`src/rtl/mips_pkg.sv`:
```
// Shared definitions for the fetch-PC sequencer: state encoding and PC constants.
package mips_pkg;

  typedef enum logic [1:0] {
    S_BOOT  = 2'd0,
    S_RUN   = 2'd1,
    S_STALL = 2'd2,
    S_WAIT  = 2'd3
  } seq_state_t;

  localparam logic [31:0] RESET_PC_DEFAULT = 32'h0100_0000;
  localparam logic [31:0] PC_INC           = 32'd4;

endpackage

```
`src/rtl/sat_counter.sv`:
```
// Saturating up-counter with asynchronous active-low clear.
module sat_counter #(
  parameter int unsigned W = 16
) (
  input  logic         clk,
  input  logic         rst_n,
  input  logic         inc,
  output logic [W-1:0] count
);

  // Count increment requests, sticking at all-ones.
  always_ff @(posedge clk or negedge rst_n) begin
    if (!rst_n) begin
      count <= '0;
    end else if (inc && (count != '1)) begin
      count <= count + W'(1);
    end
  end

endmodule

```
`src/rtl/pc_seq_ctrl.sv`:
```
// Fetch-PC sequencer: owns pc/dpc/epc and arbitrates redirect, stall,
// imem back-pressure and sequential advance for the 5-stage pipeline.
module pc_seq_ctrl
  import mips_pkg::*;
#(
  parameter logic [31:0] RESET_PC = RESET_PC_DEFAULT,
  parameter int unsigned STALL_W  = 2,
  parameter int unsigned CNT_W    = 16
) (
  input  logic               clock,
  input  logic               reset,
  input  logic               w_redirect_valid,
  input  logic [31:0]        w_redirect_target_32,
  input  logic               w_stall_req,
  input  logic [STALL_W-1:0] w_stall_cycles,
  input  logic               w_imem_ready,
  output logic [31:0]        w_pc_32,
  output logic [31:0]        w_dpc_32,
  output logic [31:0]        w_epc_32,
  output logic               w_fetch_valid,
  output logic               w_flush,
  output logic               w_stalled,
  output logic [CNT_W-1:0]   w_redirect_cnt
);

  seq_state_t         state, state_nx;
  logic [STALL_W-1:0] scnt, scnt_nx;
  logic [31:0]        pc_nx, dpc_nx, epc_nx;
  logic               fv_nx;
  logic               redirect_take;

  // Next-state, next-PC and redirect decision for the current cycle.
  always_comb begin
    state_nx      = state;
    scnt_nx       = scnt;
    pc_nx         = w_pc_32;
    dpc_nx        = w_dpc_32;
    epc_nx        = w_epc_32;
    fv_nx         = w_fetch_valid;
    redirect_take = 1'b0;

    unique case (state)
      S_BOOT: begin
        state_nx = S_RUN;
        fv_nx    = 1'b1;
      end

      S_RUN: begin
        if (w_redirect_valid) begin
          redirect_take = 1'b1;
          pc_nx         = w_redirect_target_32;
          dpc_nx        = w_pc_32;
          epc_nx        = w_dpc_32;
          state_nx      = w_imem_ready ? S_RUN : S_WAIT;
        end else if (w_stall_req) begin
          scnt_nx  = (w_stall_cycles == '0) ? '0 : w_stall_cycles - STALL_W'(1);
          state_nx = S_STALL;
        end else if (!w_imem_ready) begin
          state_nx = S_WAIT;
        end else begin
          pc_nx  = w_pc_32 + PC_INC;
          dpc_nx = w_pc_32;
          epc_nx = w_dpc_32;
        end
      end

      // The final stall cycle (counter at 0) already advances, so the PCs
      // stay frozen for exactly the requested number of cycles.
      S_STALL: begin
        if (w_redirect_valid) begin
          redirect_take = 1'b1;
          pc_nx         = w_redirect_target_32;
          dpc_nx        = w_pc_32;
          epc_nx        = w_dpc_32;
          scnt_nx       = '0;
          state_nx      = w_imem_ready ? S_RUN : S_WAIT;
        end else if (scnt == '0) begin
          if (w_imem_ready) begin
            pc_nx    = w_pc_32 + PC_INC;
            dpc_nx   = w_pc_32;
            epc_nx   = w_dpc_32;
            state_nx = S_RUN;
          end else begin
            state_nx = S_WAIT;
          end
        end else begin
          scnt_nx = scnt - STALL_W'(1);
        end
      end

      // While imem is busy only the fetch address retargets; decode/execute
      // shadows move once the fetch is actually accepted.
      S_WAIT: begin
        if (w_imem_ready) begin
          state_nx = S_RUN;
          dpc_nx   = w_pc_32;
          epc_nx   = w_dpc_32;
          if (w_redirect_valid) begin
            redirect_take = 1'b1;
            pc_nx         = w_redirect_target_32;
          end else begin
            pc_nx = w_pc_32 + PC_INC;
          end
        end else if (w_redirect_valid) begin
          redirect_take = 1'b1;
          pc_nx         = w_redirect_target_32;
        end
      end

      default: state_nx = S_BOOT;
    endcase
  end

  // Register state and all sequencer outputs.
  always_ff @(posedge clock or negedge reset) begin
    if (!reset) begin
      state         <= S_BOOT;
      scnt          <= '0;
      w_pc_32       <= RESET_PC;
      w_dpc_32      <= '0;
      w_epc_32      <= '0;
      w_fetch_valid <= 1'b0;
      w_flush       <= 1'b0;
      w_stalled     <= 1'b0;
    end else begin
      state         <= state_nx;
      scnt          <= scnt_nx;
      w_pc_32       <= pc_nx;
      w_dpc_32      <= dpc_nx;
      w_epc_32      <= epc_nx;
      w_fetch_valid <= fv_nx;
      w_flush       <= redirect_take;
      w_stalled     <= (state_nx == S_STALL) || (state_nx == S_WAIT);
    end
  end

  sat_counter #(.W(CNT_W)) u_redirect_cnt (
    .clk   (clock),
    .rst_n (reset),
    .inc   (redirect_take),
    .count (w_redirect_cnt)
  );

endmodule

```
`config.mk`:
```
export PLATFORM = sky130hd
export DESIGN_NAME = pc_seq_ctrl
export DESIGN_NICKNAME = d
export VERILOG_FILES = /design/src/rtl/mips_pkg.sv /design/src/rtl/sat_counter.sv /design/src/rtl/pc_seq_ctrl.sv
export SDC_FILE = /design/constraint.sdc
export NUM_CORES = 1
export LEC_CHECK = 0
export ABC_AREA = 1
export CAP_MARGIN = 40
export CORE_MARGIN = 5
export CORE_UTILIZATION = 54
export CTS_BUF_LIST = sky130_fd_sc_hd__clkbuf_16
export DETAILED_ROUTE_END_ITERATION = 10
export PLACE_DENSITY = 0.88
export SYNTH_ARGS = -nofsm -noshare
export SYNTH_HDL_FRONTEND = slang
export SYNTH_SLANG_ARGS = --single-unit
```
`constraint.sdc`:
```
create_clock -name clock -period 4.3 [get_ports clock]
set_input_delay 0.645 -clock clock [delete_from_list [all_inputs] [get_ports clock]]
set_output_delay 0.645 -clock clock [all_outputs]
set_load 0.01 [all_outputs]
```
Word level (Yosys, flattened, before mapping)
Cells that the tools add are included.

operators by class
  $add $sub $neg = 4
  multiply operators = 0
  div/mod/pow operators = 0
  order comparisons = 0
  equality and inequality tests = 12
  shift operators = 0
  multiplexer cells = 37
  bitwise operators = 0
  reductions and logical operators = 11

operators by type and width
  cell                     number
  $mux W32                 18
  $pmux W32 S3             3
  $add A32 B3 Y32 const B  1
  $mux W2                  12
  $add A16 B1 Y16 const B  1
  $ne A16 B16 Y1 const B   1
  $ne A3 B3 Y1 const B     4
  $eq A2 B2 Y1 const B     4
  $pmux W2 S4              1
  $reduce_and A4 Y1        2
  $logic_not A2 Y1         3
  $ne A2 B2 Y1 const B     2
  $pmux W2 S2              1
  $sub A2 B1 Y2 const B    2
  $reduce_and A3 Y1        1
  $reduce_bool A3 Y1       1
  $reduce_or A3 Y1         1
  $eq A2 B1 Y1 const B     1
  $mux W1                  2
  $reduce_bool A2 Y1       1
  $logic_and A1 B1 Y1      1
  $logic_or A1 B1 Y1       1

storage, ports and cells
  flip-flop bits (word level) = 119
  bits in latches = 0
  bits in writable memories = 0
  bits in read-only memories = 0
  word-level logic and storage cells = 73
  memories = 0

Longest topological paths before layout
Gate-level depths: netlist of run 1.

  depth in word-level cells = 6
  depth in mapped cells = 12
  gate-level depth less buffers = 12

Hierarchy
Synthesis of run 1 repeated with hierarchy kept, for this count alone.

second synthesis, totals
  cells, all modules = 901
  area total of the unflattened synthesis = 6434.9 sq um

modules (own cells, without submodules)
  module       times used  cells an instance  area an instance (sq um)  sequential area each (sq um)
  pc_seq_ctrl  1           738                5365.1                    2578.7
  sat_counter  1           163                1069.8                    400.4

Least setup slack after synthesis of run 1
OpenSTA, ideal clock, no wires.

  path type = input port to flip-flop
  start = input w_redirect_valid
  end = register w_pc_32[4]
  setup time = 0.130 ns
  arrival = 1.670 ns
  required time = 4.170 ns
  path slack = 2.500 ns
  cell stages on the path = 9
  buffers on the path = 3
  cell sequence = buf_2 inv_1 buf_2 nand2_2 inv_2 buf_2 nand2_1 o211ai_1 o21ai_0

on the way
  longest elaborated chain between the ends = 3
  elaborated cells between the ends (all ways) = 9
  classes of those cells = eq/ne (3); mux (5); reduce/logical (1)

ends and longest elaborated chain
  item                  RTL line            RTL
  from (decl)           pc_seq_ctrl.sv:12   input logic w_redirect_valid,
  $mux W32              pc_seq_ctrl.sv:98   if (w_redirect_valid) begin
  $mux W32              pc_seq_ctrl.sv:94   if (w_imem_ready) begin
  $pmux W32 S3          pc_seq_ctrl.sv:42   unique case (state)
  to (signal assigned)  pc_seq_ctrl.sv:128  w_pc_32 <= pc_nx;
  to (decl)             pc_seq_ctrl.sv:17   output logic [31:0] w_pc_32,

Several ways; a longest one is shown, not always the timed one.
A chain may end at the register's enable or synchronous reset.

Worst setup path in the final report of run 1
  start = input w_redirect_valid
  end = register w_dpc_32[26]

on the way
  longest elaborated chain between the ends = 2
  elaborated cells between the ends (all ways) = 6
  classes of those cells = eq/ne (2); mux (3); reduce/logical (1)

ends and longest elaborated chain
  item                                                                RTL line            RTL
  $ne A3 B3 Y1 (no line) (tied with other cells)                      --
  $reduce_and A3 Y1 (no line) / $pmux W32 S3 (equally long branches)  --
  to (signal assigned)                                                pc_seq_ctrl.sv:129  w_dpc_32 <= dpc_nx;
  to (decl)                                                           pc_seq_ctrl.sv:18   output logic [31:0] w_dpc_32,

Several ways; a longest one is shown, not always the timed one.

==> flow_metrics.py, run 1 <==
metrics = {
    "route": {
        "drc": 0,
        "vias": 6403,
        "drt-total-wl_um": 18660,
        "routedWlPerCell_um": 16.23,
        "dr.pass1.iters": 5,
        "ant_nets": 0,
        "vias_per_cell": 5.568,
        "drt_iter0_drc": 870,
    },
    "die": {
        "ios": 154,
        "fp.dieH_um": 117.3,
        "initial_utilization_pct": 54.66,
        "die_w_um": 117.3,
        "core_um2": 11370,
        "dieArea_um2": 13750,
        "fp-row-count": 39,
    },
    "clock_tree": {
        "cts.path.max_buffers": 2,
        "cts_root_buf": "clkbuf_16",
        "cts.clk_slew.worst_paths_ns": 0.06,
        "cts_buffers": 17,
        "postCtsSetupRepairBufs": 0,
        "ctsResizeCount": 0,
        "clk_latency_ns": 0.41,
        "cts.sink_count": 118,
        "h-tree-depth": 4,
        "cts_tree": "yes",
        "holdBufCountCts": 0,
    },
    "synth": {
        "ys_ff_latch": 118,
        "yosysTopAreaCell": "dfrtp_1",
        "ys_types": 34,
        "synth_compound_gate_area_share_pct": 9.785,
        "synth_top_family_by_area": "simple AND/OR/NAND/NOR gates",
        "synth_top_area_share_pct": 47.11,
        "synthMuxAreaShare_pct": 0,
        "seq_area_frac_synth_pct": 47.53,
        "syn-num-nets": 891,
        "synthCells": 849,
        "ys_top_cells_by_count": "nand2_1, dfrtp_1, inv_1, nor2_1, nand3_1",
        "avgSynthCellArea_um2": 7.320,
        "netlist_area_um2": 6215,
        "yosys.area_share.simple_pct": 30.98,
        "synth_edf_count": 0,
        "synth-warning-count": 0,
        "async_flop_share_pct": 100.0,
        "post-synth-top-count-cell": "nand2_1",
        "synth_ff_type": "dfrtp_1",
        "yosys-top-cells-area": "dfrtp_1, nand2_1, nand3_1",
        "synthAdderAreaFrac_pct": 0.6040,
        "synth-xor-area-share_pct": 2.396,
    },
    "layout": {
        "drive_gt1_share_pct": 5.462,
        "seqCellArea_um2": 2954,
        "stdcell_count": 1150,
        "antenna_cells": 0,
        "area_delta_synth_final_pct": 34.39,
        "nets": 1036,
        "finalInstanceArea_um2": 8352,
        "multiInputGateArea_um2": 2720,
        "nFillCells": 852,
        "post-route-util_pct": 73.46,
    },
    "worst_setup_path": {
        "reg2reg_depth": 10,
        "crit_type": "input port to flop",
        "worstPathArrival_ns": 3.37,
        "cp_max_fo": 92,
        "cp-start-kind": "input port",
        "worst_setup_path_end_kind": "flop",
        "required_ns": 4.63,
    },
    "power_and_ir_drop": {
        "powerDensity_nw_per_um2": 761.1,
        "power_mw": 6.357,
        "irDropWorstVdd_uv": 420.2,
        "leakage_nw": 4.012,
    },
    "sta": {
        "slew_viol_final": 0,
        "tns_ns": 0,
        "max_freq_mhz": 329.2,
        "min_period_ns": 3.038,
        "setup_ws_ns": 1.262,
        "setup_viol": 0,
        "rsz0062_at_grt": "no",
        "min_period_over_period_pct": 70.65,
        "hold_viol": 0,
        "clock_skew_ns": 0.008564,
        "slew_headroom_pct": 44.23,
        "whs_ns": 0.3219,
        "worst_pin_slew_ns": 0.8366,
    },
    "placement": {
        "post_dp_cell_area_um2": 7772,
        "portBuffers": 153,
        "routabilityCongestion": 0.9596,
        "placed_cells": 1118,
        "dp_hpwl_um": 12950,
        "post-place-ws_ns": 0.9089,
    },
    "run": {
        "cap_violations": 0,
    },
    "status": {
        "status": "finished, final reports clean",
    },
    "global_route": {
        "grt_pass1_wl_um": 30200,
        "track_usage_pct": 28.17,
        "antenna_found_initial": 0,
        "grt_pass1_vias": 5959,
        "grt_max_degree": 93,
        "overflow": 0,
    },
    "min_path": {
        "hp-class": "input port to async pin",
    },
}
==> area by class of cell <==
type                    count  area share (%)
well taps                 143           2.142
clock buffers              17           5.094
multi-input cells         607           32.57
flip-flops and latches    118           35.37
inverters                  90           4.045
repair buffers            160           18.94
clock inverters            15           1.843
==> cells in the final DEF (no fill, tap or decap), types with 14 or more instances in the layout <==
cell             instances
a21oi_1                 24
clkbuf_16               17
clkdlybuf4s50_1        152
dfrtp_1                117
inv_1                   86
nand2_1                302
nand3_1                 70
nor2_1                  78
o21ai_0                 53
o21ai_1                 19
xor2_1                  14
==> power by group <==
part / switching [mW] / internal [mW] / leakage, nW
sequential: 0.537 / 1.61 / 1.46
clock: 0.535 / 0.853 / 0.275
combinational: 1.53 / 1.30 / 2.27
total: 2.60 / 3.75 / 4.01
==> sequential cells by signal, indices dropped and copies added (netlist names) <==
register              cells
w_fetch_valid             1
w_flush                   1
w_dpc_32                 32
scnt                      2
w_pc_32                  32
u_redirect_cnt.count     16
state                     2
w_epc_32                 32
==> worst max-delay path, cell delays in order <==
cell and delay, ns:
clkdlybuf4s50_1 0.56, inv_1 0.11, buf_4 0.30, nand3_1 0.16, nand3_2 0.10, buf_4 0.36
inv_2 0.08, nand2_2 0.07, buf_4 0.66, nand2_1 0.14, o21ai_1 0.11
==> worst paths after layout <==
check                                        start                  endpoint  slack (ns)
max reg2reg                     state[1]$_DFF_PN0_  w_dpc_32[26]$_DFFE_PN0P_        1.78
min in group clock         w_epc_32[5]$_DFFE_PN0P_   w_epc_32[5]$_DFFE_PN0P_        0.47
min                                          reset         w_flush$_DFF_PN0_        0.32
max in group asynchronous                    reset   w_pc_32[24]$_DFFE_PN1P_        3.01
max                               w_redirect_valid  w_dpc_32[26]$_DFFE_PN0P_        1.26
min reg2reg                w_epc_32[5]$_DFFE_PN0P_   w_epc_32[5]$_DFFE_PN0P_        0.47
==> cells by family (layout without fill, tap and decap cells) <==
kind of cell / Yosys count / count (layout)
adder cells (fa/ha/maj): 3 / 3
AND/OR/NAND/NOR: 473 / 473
XOR/XNOR: 17 / 17
flip-flops: 118 / 118
buffers and inverters: 124 / 282
AO/OA/AOI/OAI: 114 / 114
==> per-layer routing <==
| layer | vias up | part of all wire (%) | GRT usage, % |
|---|---|---|---|
| met5 | - | 0 | 0 |
| met4 | 0 | 3.6 | 11.62 |
| met3 | 61 | 9.8 | 5.450 |
| met2 | 374 | 46 | 42.99 |
| met1 | 2966 | 41 | 39.60 |
| li1 | 3002 | - | - |
Note: power is estimated with default switching activity, not from simulation.
==> inputs of run 2 (changes only) <==
--- a/config.mk
+++ b/config.mk
@@ -8,10 +8,10 @@
 export ABC_AREA = 1
 export CAP_MARGIN = 40
 export CORE_MARGIN = 5
-export CORE_UTILIZATION = 54
+export CORE_UTILIZATION = 45
 export CTS_BUF_LIST = sky130_fd_sc_hd__clkbuf_16
 export DETAILED_ROUTE_END_ITERATION = 10
-export PLACE_DENSITY = 0.88
+export PLACE_DENSITY = 0.79
 export SYNTH_ARGS = -nofsm -noshare
 export SYNTH_HDL_FRONTEND = slang
 export SYNTH_SLANG_ARGS = --single-unit
==> constraint.sdc (replaced) <==
create_clock -name clock -period 2.5 [get_ports clock]
set_input_delay 0.375 -clock clock [delete_from_list [all_inputs] [get_ports clock]]
set_output_delay 0.375 -clock clock [all_outputs]
set_load 0.01 [all_outputs]
==> flow_metrics.py, run 2 (same netlist as run 1, synthesis figures left out) <==
metrics = {
    "status": {
        "status": "finished, final reports clean",
    },
    "sta": {
        "tns_ns": 0,
        "setup_viol": 0,
        "clock_skew_ns": 0.008986,
        "rsz0062_at_grt": "no",
        "min_period_ns": 1.941,
        "slew_headroom_pct": 60.33,
        "slew_viol_final": 0,
        "worst_pin_slew_ns": 0.5950,
        "max_freq_mhz": 515.1,
        "hold_viol": 0,
        "min_period_over_period_pct": 77.66,
    },
    "route": {
        "drt_iter0_drc": 504,
        "drt-total-wl_um": 18310,
        "vias": 6116,
        "drc": 0,
        "dr.pass1.iters": 5,
        "routedWlPerCell_um": 15.34,
        "vias_per_cell": 5.122,
        "ant_nets": 0,
    },
    "die": {
        "core_um2": 13720,
        "die_w_um": 127.5,
        "dieArea_um2": 16260,
        "fp.dieH_um": 127.5,
        "ios": 154,
        "initial_utilization_pct": 45.30,
        "fp-row-count": 43,
    },
    "layout": {
        "drive_gt1_share_pct": 6.016,
        "nFillCells": 1220,
        "nets": 1043,
        "post-route-util_pct": 62.02,
        "final_common_cell": "nand2_1",
        "stdcell_count": 1194,
        "antenna_cells": 0,
        "final_cell_mix": "nand2_1, clkdlybuf4s50_1, dfrtp_1, inv_1, nor2_1",
        "area_delta_synth_final_pct": 36.92,
        "reg_top3": "w_dpc_32 x32, w_epc_32 x32, w_pc_32 x32",
    },
    "min_path": {
        "hp-class": "flop to flop",
    },
    "worst_setup_path": {
        "cp_cell_sequence": "clkdlybuf4s50_1",
        "required_ns": 2.12,
        "worst_setup_path_end_kind": "output port",
        "critPathMaxStageDelay_ns": 0.61,
        "cp_max_fo": 7,
        "path_delay_family": "buffers and inverters",
        "cp-start-kind": "flop",
        "path_buf_inv": 1,
        "worstPathArrival_ns": 1.57,
        "critPathSlowestCell": "clkdlybuf4s50_1",
        "crit_type": "flop to output port",
    },
    "run": {
        "cap_violations": 0,
    },
    "clock_tree": {
        "h-tree-depth": 4,
        "cts_tree": "yes",
        "cts.path.max_buffers": 2,
        "cts.clk_slew.worst_paths_ns": 0.06,
        "cts_root_buf": "clkbuf_16",
        "cts.sink_count": 118,
        "cts_buffers": 17,
        "ctsResizeCount": 0,
        "clk_latency_ns": 0.42,
    },
    "global_route": {
        "overflow": 0,
        "grt_max_degree": 93,
        "antenna_found_initial": 0,
        "track_usage_pct": 22.98,
        "grt_pass1_wl_um": 29790,
        "grt_pass1_vias": 5735,
    },
    "power_and_ir_drop": {
        "powerDensity_nw_per_um2": 1294,
        "irDropWorstVdd_uv": 584.7,
        "leakage_nw": 4.071,
    },
    "placement": {
        "dp_hpwl_um": 13460,
        "routabilityCongestion": 0.9843,
        "placed_cells": 1161,
        "portBuffers": 153,
    },
}
## run 2: cell count changes in the layout (fill, tap and decap cells not counted), sizes merged
cell and delta:
buf +6, inv +2, clkinvlp -2, dlygate4sd3 +1
## run 2: worst reg2reg max path, stage by stage, from the launching register on
cell and delay [ns]:
dfrtp_1 0.44, ha_1 0.26, inv_1 0.09, nor2_2 0.19, nand2_1 0.11, nor2_2 0.28
nand3_1 0.11, nand3_1 0.10, nand2_1 0.05, nand2_1 0.04, o21ai_0 0.08
## run 2: per-stage QoR
stage | cell area, µm² | hold WS, ns | power, mW | worst slack [ns]
after CTS | 8509 | 0.4720 | 11.04 | 0.5547
after detailed placement | 7901 | 0.4175 | 8.529 | 0.2932
after floorplan | 6215 | 0.07941 | 6.061 | 0.9100
after global routing | 8509 | 0.4812 | 11.75 | 0.4174
after global placement | 7901 | 0.4219 | 8.411 | 0.3530
final | 8509 | 0.4659 | 11.01 | 0.5586
## run 2: timing repair
item / 4_1_cts / 5_1_grt
hold endpoints to repair: 39 / 0
buffers inserted: 0 / 0
hold buffers: 1 / 0
## run 2: cell type report
type | count | area, µm² | area share [%]
clock inverters | 15 | 172.7 | 2.029
clock buffers | 17 | 425.4 | 4.999
inverters | 90 | 337.8 | 3.970
flip-flops and latches | 118 | 2954 | 34.72
well taps | 180 | 225.2 | 2.647
repair buffers | 167 | 1674 | 19.67
multi-input cells | 607 | 2720 | 31.97
## run 2: path summary, 6_finish.rpt
check                                            end  cells past startpoint                       from  slack (ns)
setup / recovery                         w_pc_32[18]                      1    w_pc_32[18]$_DFFE_PN0P_        0.56
hold / removal             w_fetch_valid$_DFFE_PN0N_                      1  w_fetch_valid$_DFFE_PN0N_        0.47
setup reg to reg             w_pc_32[16]$_DFFE_PN0P_                     10     w_pc_32[3]$_DFFE_PN0P_        0.63
hold reg to reg            w_fetch_valid$_DFFE_PN0N_                      1  w_fetch_valid$_DFFE_PN0N_        0.47
max in group asynchronous    w_pc_32[24]$_DFFE_PN1P_                      3                      reset        1.28
min in group asynchronous          w_flush$_DFF_PN0_                      2                      reset        0.50
## run 2: routing by layer
metal  up-vias  wire length, µm  global-route usage [%]
met5         -                0                       0
met4         0              530                   8.959
met3        35             1536                   5.435
met2       242             8194                   34.10
met1      2837             8051                   32.61
li1       3002                -                       -
## run 2: power by group
part | total [mW] | internal [mW] | switching [mW]
registers | 3.66 | 2.76 | 0.897
clock network | 2.46 | 1.49 | 0.966
logic | 4.89 | 2.28 | 2.61
==> inputs of run 3 (changes only) <==
==> constraint.sdc (replaced) <==
create_clock -name clock -period 1.7 [get_ports clock]
set_input_delay 0.255 -clock clock [delete_from_list [all_inputs] [get_ports clock]]
set_output_delay 0.255 -clock clock [all_outputs]
set_load 0.01 [all_outputs]
==> flow_metrics.py, run 3 (same netlist as run 1, synthesis figures left out) <==
metrics = {
    "clock_tree": {
        "cts.path.max_buffers": 2,
        "cts_buffers": 17,
        "h-tree-depth": 4,
        "cts.clk_slew.worst_paths_ns": 0.06,
        "cts.sink_count": 118,
        "clk_latency_ns": 0.42,
        "cts_tree": "yes",
        "cts_root_buf": "clkbuf_16",
    },
    "sta": {
        "setup_viol": 0,
        "clock_skew_ns": 0.009859,
        "max_freq_mhz": 595.9,
        "worst_pin_slew_ns": 0.4318,
        "rsz0062_at_grt": "yes",
        "setup_ws_ns": 0.02190,
        "slew_headroom_pct": 71.21,
        "min_period_ns": 1.678,
        "slew_viol_final": 0,
        "hold_viol": 0,
        "min_period_over_period_pct": 98.71,
        "whs_ns": 0.3212,
    },
    "power_and_ir_drop": {
        "leakage_nw": 4.535,
        "seq_power_share_pct": 30.5,
        "intPower_mw": 10.47,
        "powerDensity_nw_per_um2": 1892,
        "clockPowerShare_pct": 21.7,
        "p_comb_share_pct": 47.8,
        "irDropWorstVdd_uv": 1012,
        "power.net_switching_mw": 6.949,
        "p_sw_share_pct": 39.89,
    },
    "worst_setup_path": {
        "required_ns": 1.44,
        "worst_setup_path_end_kind": "output port",
        "path_depth": 1,
        "critPathMaxStageDelay_ns": 0.59,
        "critPathSlowestCell": "clkdlybuf4s50_1",
        "path_delay_family": "buffers and inverters",
        "cp-start-kind": "flop",
        "cp_max_fo": 3,
        "cp_cell_sequence": "clkdlybuf4s50_1",
        "path_buf_inv": 1,
        "reg2reg_depth": 7,
        "worstPathArrival_ns": 1.42,
        "crit_type": "flop to output port",
    },
    "global_route": {
        "overflow": 0,
        "grt_max_degree": 41,
        "track_usage_pct": 24.18,
        "grt_pass1_vias": 5989,
        "grt_pass1_wl_um": 31210,
        "antenna_found_initial": 0,
    },
    "die": {
        "initial_utilization_pct": 45.30,
        "die_w_um": 127.5,
        "fp-row-count": 43,
        "core_um2": 13720,
        "ios": 154,
        "fp.dieH_um": 127.5,
        "dieArea_um2": 16260,
    },
    "placement": {
        "portBuffers": 153,
        "post-place-ws_ns": -0.2242,
        "post_dp_cell_area_um2": 8364,
        "routabilityCongestion": 0.9675,
        "dp_hpwl_um": 14470,
        "placed_cells": 1211,
    },
    "layout": {
        "nets": 1103,
        "post-route-util_pct": 67.10,
        "final_cell_mix": "nand2_1, clkdlybuf4s50_1, dfrtp_1, inv_1, nand3_1",
        "reg_top3": "w_dpc_32 x32, w_epc_32 x32, w_pc_32 x32",
        "area_delta_synth_final_pct": 48.14,
        "stdcell_count": 1254,
        "antenna_cells": 0,
        "final_common_cell": "nand2_1",
        "drive_gt1_share_pct": 14.34,
        "finalInstanceArea_um2": 9206,
    },
    "status": {
        "status": "finished, final reports clean",
    },
    "route": {
        "drt-total-wl_um": 19640,
        "vias_per_cell": 5.168,
        "vias": 6481,
        "drt_iter0_drc": 605,
        "drc": 0,
        "routedWlPerCell_um": 15.66,
        "ant_nets": 0,
        "dr.pass1.iters": 5,
    },
    "min_path": {
        "hp-class": "input port to async pin",
    },
    "run": {
        "cap_violations": 0,
    },
}
run 3: cell type report:
cell class                 count  area [µm²]
fill                        1098        4513
sequential                   118        2975
multi-input combinational    607        2799
timing repair buffer         227        2248
clock buffer                  17       425.4
inverter                      90       340.3
tap                          180       225.2
clock inverter                15       192.7
run 3: power by group through the flow:
stage | Clock (mW) | Sequential [mW] | Combinational, mW
floorplan | 0 | 5.62 | 3.29
global placement | 0 | 5.28 | 7.78
detailed placement | 0 | 5.30 | 7.98
CTS | 3.80 | 5.29 | 8.01
global route | 3.93 | 5.48 | 9.13
finish | 3.79 | 5.31 | 8.33
run 3: per-stage QoR:
stage / total power, mW / TNS (ns)
detailed placement: 13.28 / -15.06
global route: 18.54 / -0.1273
CTS: 17.10 / 0
finish: 17.42 / 0
floorplan: 8.913 / 0
global placement: 13.06 / -7.663
run 3: final timing paths:
check	startpoint	end	slack, ns
setup / recovery	w_dpc_32[23]$_DFFE_PN0P_	w_dpc_32[23]	0.02
hold reg to reg	w_epc_32[6]$_DFFE_PN0P_	w_epc_32[6]$_DFFE_PN0P_	0.47
min in group clock	w_redirect_target_32[1]	w_pc_32[1]$_DFFE_PN0P_	0.40
hold / removal	reset	u_redirect_cnt.count[0]$_DFFE_PN0P_	0.32
max in group asynchronous	reset	w_pc_32[24]$_DFFE_PN1P_	0.81
setup reg to reg	u_redirect_cnt.count[9]$_DFFE_PN0P_	u_redirect_cnt.count[7]$_DFFE_PN0P_	0.06
run 3: what timing repair did:
| item | 4_1_cts | 5_1_grt |
|---|---|---|
| hold endpoints to repair | 25 | 0 |
| endpoints found under the setup margin | 25 | 119 |
| gates resized for setup | 24 | 45 |
| pin swaps | 0 | 3 |
| gates cloned | 0 | 1 |
| setup buffers | 2 | 7 |
| hold buffers | 1 | 0 |
run 3: layer usage:
metal	up-vias	GRT usage, %	share of wire (%)
met4	0	8.517	2.6
met3	43	4.808	8.4
li1	3123	-	-
met2	290	37.35	46
met5	-	0	0
met1	3025	34.03	43
==> edit 1: new RTL, settings of run 3 <==
Re-encode `seq_state_t` (4 states) as one-hot, 4 bits wide.
--- a/src/rtl/mips_pkg.sv
+++ b/src/rtl/mips_pkg.sv
@@ -2,9 +2,9 @@
 package mips_pkg;
 
-  typedef enum logic [1:0] {
-    S_BOOT  = 2'd0,
-    S_RUN   = 2'd1,
-    S_STALL = 2'd2,
-    S_WAIT  = 2'd3
+  typedef enum logic [3:0] {
+    S_BOOT  = 4'b0001,
+    S_RUN   = 4'b0010,
+    S_STALL = 4'b0100,
+    S_WAIT  = 4'b1000
   } seq_state_t;
 
Behaviour: no difference found for any inputs over 4 cycles, from zero or initial values and one cycle with reset low; so few cycles prove little.
==> edit 1 against run 3 <==
  * The run now ends with negative setup slack left
  * Routed wire length is 7.4% higher
  * Power is 0.22% higher
  * Worst hold slack better by 37 ps
  * Die area is 2.0% higher
  * Global-route usage is 0.82 points lower
  * Sequential cell count is 3 higher
  * Largest power group unchanged
  * Area after synthesis is 2.1% higher
  * Worst setup slack worse by 84 ps
  * Design area is 6.7% higher
==> edit 1: results <==
[status]
status = "finished with violations"
violations = "negative setup slack"

[timing]
worst_pin_slew_ps = 524
setup_slack_ps = -62.0
clock-skew-final_ps = 12.2
setup_tns_ps = -967
setup_viol = 39

[logic_synthesis]
synthFlopType = "dfrtp_1"
yosysSeqAreaShare_pct = 47.7
ys_top_cells_by_count = "nand2_1 (331), dfrtp_1 (119), nor2_1 (105)"
synth_area_leaders = "dfrtp_1 (47%), nand2_1 (20%), o21ai_0 (7.5%)"
syn-num-nets = 919

[routing]
vias = 6870
routed_wl_um = 21100
drtIter0Drc = 554

[cts]
post_cts_resized = 28
cts_setup_buffers = 6

[grt]
grt_pass1_wl_um = 30600
grt_max_degree = 66
use_met1_pct = 31.5
grtUsageMet3_pct = 5.31
track_usage_pct = 23.4
first_global_vias = 6167

[setup_path]
cp.arrival_ps = 2120
crit_fanout = 8
rr_startpoint = "state[0]"

[pwr]
leakage_nw = 4.75

[finish]
final_nets = 1150
final_layout_size_suffix_gt1_share_pct = 21.1

[placed_design]
place_congestion = 0.939
==> edit 1: stage by stage <==
| step | setup slack (ps) | std cells | cell area, um2 | hold slack, ps |
|---|---|---|---|---|
| after floorplan | 60.9 | 877 | 6350 | -40.6 |
| after global placement | -102 | 1235 | 8510 | 258 |
| after detailed placement | -161 | 1235 | 8510 | 257 |
| after CTS | 0.586 | 1273 | 9150 | 365 |
| after global routing | -117 | 1300 | 9830 | 380 |
| final | -62.0 | 1300 | 9830 | 358 |
==> edit 1: logic make-up after synthesis <==
group / share of synthesized area [%]
AOI/OAI and AO/OA: 9.64
xor gates and xnor gates: 1.93
adders and majority gates: 0.591
buffers and inverters: 6.31
DFF: 47.7
and+or+nand+nor: 33.8
==> edit 1: worst paths after layout <==
kind,end,cells after the start
worst max-delay path,w_dpc_32[18],10
worst min-delay path,w_epc_32[4],2
worst max register to register,w_dpc_32[18],10
worst min register to register,w_fetch_valid,2
max in group asynchronous,w_pc_32[8],3
min in group clock,w_pc_32[1],3
==> edit 1: where the power goes <==
group / switching [mW] / leakage [nW] / internal, mW / total [mW]
clock network: 1.25 / 0.285 / 2.25 / 3.49
registers: 1.30 / 1.49 / 4.22 / 5.52
logic: 4.26 / 2.97 / 4.19 / 8.45
==> edit 1: worst max-delay path: cells and delay by family, from the launching register on <==
kind,cells,cell delay [ps]
buffers and inverters,3,410
flip-flops,1,600
AND/OR/NAND/NOR,7,680
==> edit 1: final cells by class <==
cell class              instances  area, um2
clock inverters                14        143
multi-input cells             659       3190
flip-flops and latches        121       3060
repair buffers                246       2530
fillers                      1077       4060
clock buffers                  17        425
well taps                     180        225
inverters                      63        246
==> edit 1: layer usage <==
layer,vias to the layer above,share of wire [%]
met5,-,0
met4,0,2.4
met3,44,8.2
met2,336,49
met1,3233,41
li1,3257,-
==> edit 2: new RTL, config.mk and constraints of run 3 <==
Without the edit above. Change the parameter `CNT_W` from 16 to 20.
--- a/src/rtl/pc_seq_ctrl.sv
+++ b/src/rtl/pc_seq_ctrl.sv
@@ -6,5 +6,5 @@
   parameter logic [31:0] RESET_PC = RESET_PC_DEFAULT,
   parameter int unsigned STALL_W  = 2,
-  parameter int unsigned CNT_W    = 16
+  parameter int unsigned CNT_W    = 20
 ) (
   input  logic               clock,
Interface: changed (resized w_redirect_cnt); port bits go from 154 to 158. The function was not compared with the original's and may differ.
==> edit 2 against run 3 <==
  * Sequential cell count increased by 5
  * Worst setup slack lost 110 ps
  * Area after synthesis grew 4.6%
  * Critical path type is now reg -> reg
  * Register-to-register slack got worse by 150 ps
  * Largest power group unchanged
  * Power increased by 3.5%
  * Design area grew 9.2%
  * Critical path depth increased by 11
  * Routed wire length grew 8.0%
  * The flow now finishes with violations (negative setup slack)
==> edit 2: results <==
[status]
status = "finished with violations"
violations = "negative setup slack"

[grt]
grtUsageMet3_pct = 6.79
grt_max_degree = 64
grtUsageMet2_pct = 37.2
use_met1_pct = 31.9
grt_pass1_wl_um = 31800
first_global_vias = 6349
track_usage_pct = 23.8

[pwr]
leakage_nw = 5.00
peakVddDrop_uv = 975

[timing]
setup_slack_ps = -92.0
clock-skew-final_ps = 6.92
max-slew-margin-rel_pct = 66.2
setup_viol = 90
hold_ws_ps = 393

[hold_path]
min_path_type = "in -> async"

[logic_synthesis]
synthAdderAreaFrac_pct = 0.770
ys_top_cells_by_count = "nand2_1 (358), dfrtp_1 (122), nor2_1 (92)"
synth_cell_type_count = 30
yosys_warnings = 0
synth_top_area_share_pct = 47.0
async_flop_share_pct = 100
yosysSeqAreaShare_pct = 47.4
synth_area_leaders = "dfrtp_1 (47%), nand2_1 (21%), nand3_1 (5.7%)"
synth-compound-area-share_pct = 8.39
synth_xor_area_share_pct = 2.56
syn-num-nets = 952

[routing]
vias = 7091
drtIter0Drc = 662
drt_first_pass_iters = 6
remaining_drc_errors = 0
routed_wl_um = 21200

[finish]
final_nets = 1194
largestRegisters = "w_dpc_32: 32 flops, w_epc_32: 32 flops, w_pc_32: 32 flops"
final_layout_size_suffix_gt1_share_pct = 19.2
nFillCells = 1095
n_antenna_cell = 0

[cts]
worstSkewPairLatency_ps = 420
clkSlewWorstSetupHoldPaths_ps = 60
cts-root-buf = "clkbuf_16"

[placed_design]
place_congestion = 0.890
portBuffers = 157
dp_hpwl_um = 14400

[setup_path]
r2r_cells = 12
cp.arrival_ps = 2090
crit_fanout = 42
## edit 2: changes by cell type in the layout (fill, tap and decap cells not counted), moves of 15 or more
cell / run 3 / this run
nand3_2: 1 / 19
nand3_1: 70 / 54
nor2_1: 69 / 84
inv_1: 84 / 69
buf_4: 59 / 77
nand2_1: 299 / 348
## edit 2: cell families (layout without fill, tap and decap cells)
family                     count (synthesis)  after routing
and+or+nand+nor                          544            544
DFF                                      123            123
buffers and inverters                    113            367
AOI/OAI and AO/OA                        106            107
xor gates and xnor gates                  19             19
adders and majority gates                  4              4
## edit 2: worst paths after layout
| check | from | to |
|---|---|---|
| setup / recovery | scnt[0] | w_dpc_32[28] |
| hold / removal | reset | u_redirect_cnt.count[4] |
| setup reg to reg | scnt[0] | w_dpc_32[28] |
| hold reg to reg | w_epc_32[7] | w_epc_32[7] |
| max in group asynchronous | reset | w_pc_32[24] |
| min in group clock | w_imem_ready | state[1] |
## edit 2: cell type report
| type | count | area [um2] | share of cell area, % |
|---|---|---|---|
| Tap cell | 184 | 230 | 2.29 |
| Multi-Input combinational cell | 674 | 3220 | 32.1 |
| Timing Repair Buffer | 257 | 2590 | 25.8 |
| Clock buffer | 17 | 425 | 4.23 |
| Sequential cell | 123 | 3110 | 30.9 |
| Inverter | 78 | 295 | 2.94 |
| Clock inverter | 15 | 180 | 1.79 |
## edit 2: routing by layer
layer,up-vias,wire (um)
met5,-,0
met4,0,471
met3,51,2160
met2,345,9980
met1,3316,8610
li1,3379,-
## edit 2: critical path, cell delays in order (launching register included)
cell	delay (ps)
dfrtp_1	400
inv_2	80
ha_4	130
nor2_2	30
nand2_1	60
nand2_1	60
nor2_2	120
inv_2	70
nor2_4	240
nand2_4	130
buf_12	190
nand2_1	70
o21ai_0	70
## edit 2: metrics by stage
| step | instance area (um2) | total power, mW | instances | TNS [ps] | setup slack (ps) |
|---|---|---|---|---|---|
| after detailed placement | 8740 | 13.0 | 1286 | -20170 | -302 |
| after global placement | 8740 | 12.8 | 1286 | -16640 | -256 |
| final | 10100 | 18.0 | 1348 | -4480 | -92.0 |
| after floorplan | 6510 | 8.76 | 909 | 0 | 1.64 |
| after CTS | 9590 | 17.2 | 1332 | -127 | -16.1 |
| after global routing | 10100 | 19.1 | 1348 | -13420 | -198 |
## edit 2: report_power, final
part           total [mW]  switching (mW)  internal [mW]
clock                3.74            1.32           2.42
sequential           5.46            1.27           4.19
combinational        8.83            4.45           4.38
total                18.0            7.05           11.0
## edit 2: timing repair
| action | 4_1_cts | 5_1_grt |
|---|---|---|
| hold buffers | 1 | 0 |
| gates cloned | 4 | 3 |
| hold endpoints to repair | 122 | 0 |
| buffers inserted | 9 | 13 |
| endpoints found under the setup margin | 116 | 125 |
| resized for setup | 48 | 98 |
| pin swaps | 2 | 38 |
